===== src/rtl/i8088_bus_master.sv =====
// i8088_bus_master: 8088-style bus initiator that turns single valid/ready
// requests into T1..T4 bus cycles, including wait states and the two-pulse
// interrupt-acknowledge sequence. All outputs are registered.
// Optional feature macro: BUS_TIMEOUT_EN (aborts a cycle after
// TIMEOUT_CYCLES consecutive wait states). Without it, the master waits forever.
module i8088_bus_master #(
  parameter int TIMEOUT_CYCLES = 1023
) (
  input  logic        clock,
  input  logic        reset,
  input  logic        req_valid,
  output logic        req_ready,
  input  logic [2:0]  req_type,
  input  logic [19:0] req_address,
  input  logic [7:0]  req_wdata,
  input  logic        req_lock,
  output logic        rsp_valid,
  output logic [7:0]  rsp_rdata,
  output logic        rsp_timeout,
  output logic [19:0] cpu_address,
  output logic [7:0]  cpu_data_bus,
  output logic [2:0]  processor_status,
  output logic        processor_lock_n,
  input  logic        processor_ready,
  input  logic [7:0]  data_bus
);

  typedef enum logic [2:0] {
    S_IDLE, S_T1, S_T2, S_T3, S_TW, S_T4, S_TI1, S_TI2
  } state_t;

  localparam logic [2:0] TYPE_INTA    = 3'b000;
  localparam logic [2:0] TYPE_IO_RD   = 3'b001;
  localparam logic [2:0] TYPE_IO_WR   = 3'b010;
  localparam logic [2:0] TYPE_HALT    = 3'b011;
  localparam logic [2:0] TYPE_CODE    = 3'b100;
  localparam logic [2:0] TYPE_MEM_RD  = 3'b101;
  localparam logic [2:0] TYPE_MEM_WR  = 3'b110;
  localparam logic [2:0] TYPE_ILLEGAL = 3'b111;
  localparam logic [2:0] STATUS_PASSIVE = 3'b111;

  // A timeout of zero wait states is meaningless; reject it at elaboration.
  if (TIMEOUT_CYCLES < 1) begin : g_bad_timeout
    $error("TIMEOUT_CYCLES must be at least 1");
  end

  state_t     state;
  logic [2:0] cyc_type;
  logic       inta_second;
  logic       is_read;
  logic       first_inta;
  logic       t4_abort;

  assign is_read    = (cyc_type == TYPE_INTA) || (cyc_type == TYPE_IO_RD) ||
                      (cyc_type == TYPE_CODE) || (cyc_type == TYPE_MEM_RD);
  assign first_inta = (cyc_type == TYPE_INTA) && !inta_second;

`ifdef BUS_TIMEOUT_EN
  localparam int CNT_W = $clog2(TIMEOUT_CYCLES + 1);
  logic [CNT_W-1:0] wait_count;
  // rsp_timeout is only high during a T4 that was reached by abort.
  assign t4_abort = rsp_timeout;
`else
  assign t4_abort    = 1'b0;
  assign rsp_timeout = 1'b0;
`endif

  // Bus cycle sequencer: state and every bus/response output move together.
  always_ff @(posedge clock) begin
    if (reset) begin
      state            <= S_IDLE;
      cyc_type         <= TYPE_INTA;
      inta_second      <= 1'b0;
      req_ready        <= 1'b0;
      rsp_valid        <= 1'b0;
      rsp_rdata        <= 8'h00;
      cpu_address      <= 20'h00000;
      cpu_data_bus     <= 8'h00;
      processor_status <= STATUS_PASSIVE;
      processor_lock_n <= 1'b1;
`ifdef BUS_TIMEOUT_EN
      rsp_timeout      <= 1'b0;
      wait_count       <= '0;
`endif
    end else begin
      rsp_valid <= 1'b0;
`ifdef BUS_TIMEOUT_EN
      rsp_timeout <= 1'b0;
`endif
      case (state)
        S_IDLE: begin
          req_ready <= 1'b1;
          if (req_valid && req_ready && (req_type != TYPE_ILLEGAL)) begin
            state            <= S_T1;
            req_ready        <= 1'b0;
            cyc_type         <= req_type;
            inta_second      <= 1'b0;
            cpu_address      <= req_address;
            processor_status <= req_type;
            cpu_data_bus     <= ((req_type == TYPE_IO_WR) || (req_type == TYPE_MEM_WR)) ?
                                req_wdata : 8'h00;
            processor_lock_n <= (req_type == TYPE_INTA) ? 1'b1 : ~req_lock;
          end
        end
        S_T1: begin
          state <= S_T2;
          if (first_inta) processor_lock_n <= 1'b0;
        end
        S_T2: begin
          state <= S_T3;
          if ((cyc_type == TYPE_INTA) && inta_second) processor_lock_n <= 1'b1;
`ifdef BUS_TIMEOUT_EN
          wait_count <= '0;
`endif
        end
        S_T3, S_TW: begin
          if (processor_ready || (cyc_type == TYPE_HALT)) begin
            state            <= S_T4;
            processor_status <= STATUS_PASSIVE;
            rsp_valid        <= !first_inta;
            if (!is_read)
              rsp_rdata <= 8'h00;
            else if (!first_inta)
              rsp_rdata <= data_bus;
          end
`ifdef BUS_TIMEOUT_EN
          else if ((state == S_TW) && (wait_count == CNT_W'(TIMEOUT_CYCLES - 1))) begin
            state            <= S_T4;
            processor_status <= STATUS_PASSIVE;
            rsp_valid        <= 1'b1;
            rsp_timeout      <= 1'b1;
            rsp_rdata        <= 8'hFF;
          end
`endif
          else begin
            state <= S_TW;
`ifdef BUS_TIMEOUT_EN
            if (state == S_TW) wait_count <= wait_count + 1'b1;
`endif
          end
        end
        S_T4: begin
          if (first_inta && !t4_abort) begin
            state <= S_TI1;
          end else begin
            state            <= S_IDLE;
            req_ready        <= 1'b1;
            cpu_address      <= 20'h00000;
            cpu_data_bus     <= 8'h00;
            processor_lock_n <= 1'b1;
            processor_status <= STATUS_PASSIVE;
          end
        end
        S_TI1: state <= S_TI2;
        S_TI2: begin
          state            <= S_T1;
          inta_second      <= 1'b1;
          processor_status <= cyc_type;
        end
        default: state <= S_IDLE;
      endcase
    end
  end

endmodule


===== config.mk =====
export PLATFORM = sky130hd
export DESIGN_NAME = i8088_bus_master
export DESIGN_NICKNAME = d
export VERILOG_FILES = /design/src/rtl/i8088_bus_master.sv
export SDC_FILE = /design/constraint.sdc
export NUM_CORES = 1
export LEC_CHECK = 0
export BUFFER_PORTS_ARGS = -buffer_cell sky130_fd_sc_hd__buf_2
export CAP_MARGIN = 15
export CORE_ASPECT_RATIO = 0.7
export CORE_MARGIN = 4
export CORE_UTILIZATION = 51
export CTS_CLUSTER_DIAMETER = 60
export DETAILED_ROUTE_END_ITERATION = 6
export GPL_TIMING_DRIVEN = 0
export PLACE_DENSITY = 0.89
export SYNTH_ARGS = -nofsm -noshare
export SYNTH_HDL_FRONTEND = slang
export SYNTH_SLANG_ARGS = --single-unit

===== constraint.sdc =====
create_clock -name clock -period 3.55 [get_ports clock]
set_input_delay 0.355 -clock clock [delete_from_list [all_inputs] [get_ports clock]]
set_output_delay 0.355 -clock clock [all_outputs]
set_load 0.02 [all_outputs]

==> results.txt <==
Status: complete, no violations
Final slew viol count: 0
Reg clk slew, reported paths: 0.10 ns
Post-CTS Hold Fix Bufs: 0
Library cells used by synthesis: 46
CP Class: flop to flop
CP Data Required Time: 3.74 ns
Comb pwr share: 19.3%
Min-Delay Path Class: input pin to flop
DRT Pass-1 Iters: 4
Layout Nets: 330
Switching power: 340 uW
Via count: 1863
CTS Buffer Depth: 2
GRT Resource Usage Total: 19.4%
CP Capture Type: flop
DR vias/cell: 5.50
Mapped Area: 2060 um2
Non-Filler Instances: 339
Total setup buffers inserted after CTS: 0
Yosys top cell area share: 47.6%
DR iter-0 viols: 73
# IOs: 87
Core area: 3900 um2
Vias in the first global route: 1713
Place WS: 1.81 ns
Max rail drop VDD: 316 uV
LEAKAGE: 1.18 nW
Clk_lat worst skew: 0.30 ns
YS warnings: 0
DRT antenna net count: 0
RSZ-0062 raised after global routing: false
Port Buffers: 84
Int Pwr: 820 uW
H-tree Lvls: 2
Post-Place Cells: 331
PD cells: 439 nW/um2
HPWL Detailed: 3.88 mm
Synth async-reset ratio: 0%
PnR Total Power: 1.16 mW
Measured slew at the worst slew-check pin: 0.775 ns
Final setup viols: 0
Fin crit share: 49.8%
GP Congestion: 0.927
First-pass GRT wire length: 7.98 mm
TritonCTS clock tree: done
Drt drc: 0
Synth area leader: dfxtp_1
Main area contributors after synthesis: dfxtp_1 48%, a22o_1 12%, mux2i_1 5.3%, nand2_1 3.6%, buf_6 2.2%
Minimum clock period: 1.77 ns
Initial Utilization: 52.9%
Setup ws final: 1.78 ns
Setup crit start kind: flop
Sw Ratio: 29.3%
Highest clock rate: 566 MHz
Clk sinks: 49
Die Span X: 84 um
Site row count: 19
Worst-path fanout max: 8
Post-CTS Resized: 0
Die Ht: 61.2 um
Root Buffer: clkbuf_8
Max-Cap Viols: 0
R2r setup slk: 1.78 ns
Relative slew slack: 48.2%
Ant diodes: 0
Largest net degree at the start of global routing: 18
Reg power frac: 51.6%
Area Growth Syn to Fin: 28.2%
Clock power share: 29.1%
Die area: 5140 um2
Total global routing overflow: 0
Fraction of layout cells with a size suffix above 1: 40.4%
Clk_skew: 0.00739 ns
Mean post-synth cell area: 10.6 um2
CP arrival: 1.96 ns
Initial antenna violation count: 0
Top FF cell, synth: dfxtp_1
Final WL: 5.03 mm
Mapped Cells: 195
EDFF count, synth: 0
Syn Nets: 239
#FFs+latches synth: 49
Util after Layout: 67.8%
Setup TNS: 0 ns
Fin. Hold Viols: 0
WL/cell: 14.8 um
Cts bufs inserted: 5
Sequential area share after synthesis: 47.6%
## cells by family after synthesis
group,share of synthesized area [%]
compound gates,23.8
simple gates,15.2
flops,47.6
buf+inv,6.73
mux,6.43
other cells,0.182
## area by class of cell
class | instances | area, um2
buffer | 14 | 124
clock buffer | 5 | 68.8
clock inverter | 3 | 26.3
fill | 316 | 1260
inverter | 4 | 15.0
multi-input combinational | 128 | 942
sequential | 49 | 981
tap | 52 | 65.1
timing repair buffer | 84 | 420
## routing by layer
layer / track usage [%] / share of wire, % / up-vias
met1: 27.0 / 47 / 858
met5: 0 / 0 / -
li1: - / - / 919
met4: 4.82 / 0.72 / 0
met2: 29.4 / 43 / 80
met3: 6.55 / 9.4 / 6
## state kept, by name (all words and copies together), names as in the netlist
| register | cells |
|---|---|
| processor_lock_n | 1 |
| processor_status | 3 |
| rsp_rdata | 8 |
| inta_second | 1 |
| state | 3 |
| rsp_valid | 1 |
| cyc_type | 3 |
| cpu_data_bus | 8 |
| cpu_address | 20 |
| req_ready | 1 |
## worst paths after layout
kind | from | end | cells past startpoint
min reg2reg | cpu_data_bus[2]$_SDFFE_PP0P_ | cpu_data_bus[2]$_SDFFE_PP0P_ | 2
max | state[1]$_SDFFE_PP0N_ | processor_status[1]$_SDFFE_PP1P_ | 5
min | req_address[17] | cpu_address[17]$_SDFFE_PP0P_ | 2
max reg2reg | state[1]$_SDFFE_PP0N_ | processor_status[1]$_SDFFE_PP1P_ | 5
## power groups by stage
stage               sequential, mW  clock [mW]  combinational, mW
floorplan                    0.638           0              0.120
global placement             0.609           0              0.219
detailed placement           0.611           0              0.223
CTS                          0.598       0.349              0.224
global route                 0.602       0.370              0.244
finish                       0.598       0.338              0.224
## layout by cell type (no fill, tap or decap), drive strengths merged, types with 2 or more instances in the layout
cell type / Yosys / layout
dfxtp: 49 / 49
buf: 9 / 93
a21oi: 8 / 8
clkbuf: 5 / 10
nand3: 2 / 2
or2: 2 / 2
nor2: 10 / 10
mux2i: 11 / 11
nand2: 20 / 20
inv: 4 / 5
a31oi: 2 / 2
a22o: 28 / 28
o311ai: 3 / 3
nor4: 2 / 2
or4: 2 / 2
o21ai: 6 / 6
and4: 3 / 3
nor3: 3 / 3
mux2: 2 / 2
o22ai: 3 / 3
o41a: 3 / 3
clkinvlp: 0 / 2
nand2b: 2 / 2
a211oi: 2 / 2
## worst max-delay path, cell delays in order, from the launching register on
cell,delay (ns)
dfxtp_1,0.33
buf_6,0.13
or3b_1,0.37
a22oi_1,0.43
o311ai_0,0.25
o41a_1,0.15
## synthesized netlist by cell type (2+ instances only)
library cell / n
dfxtp_1: 49
a21oi_1: 8
mux2i_1: 11
buf_6: 4
or4_4: 2
inv_1: 4
o22ai_1: 3
nor2_1: 9
clkbuf_1: 2
nand2_1: 20
nand3_1: 2
nand2b_1: 2
clkbuf_8: 3
a22o_1: 28
o21ai_0: 5
and4_1: 3
a211oi_1: 2
buf_2: 3
buf_4: 2
nor3_1: 3
o41a_1: 3
o311ai_0: 3
## metrics by stage
step | cell area, um2 | hold slack [ns]
after global routing | 2640 | 0.245
after detailed placement | 2550 | 0.456
after global placement | 2550 | 0.441
final | 2640 | 0.258
after floorplan | 2060 | 0.481
after CTS | 2640 | 0.251
(Power assumes the default switching activity.)
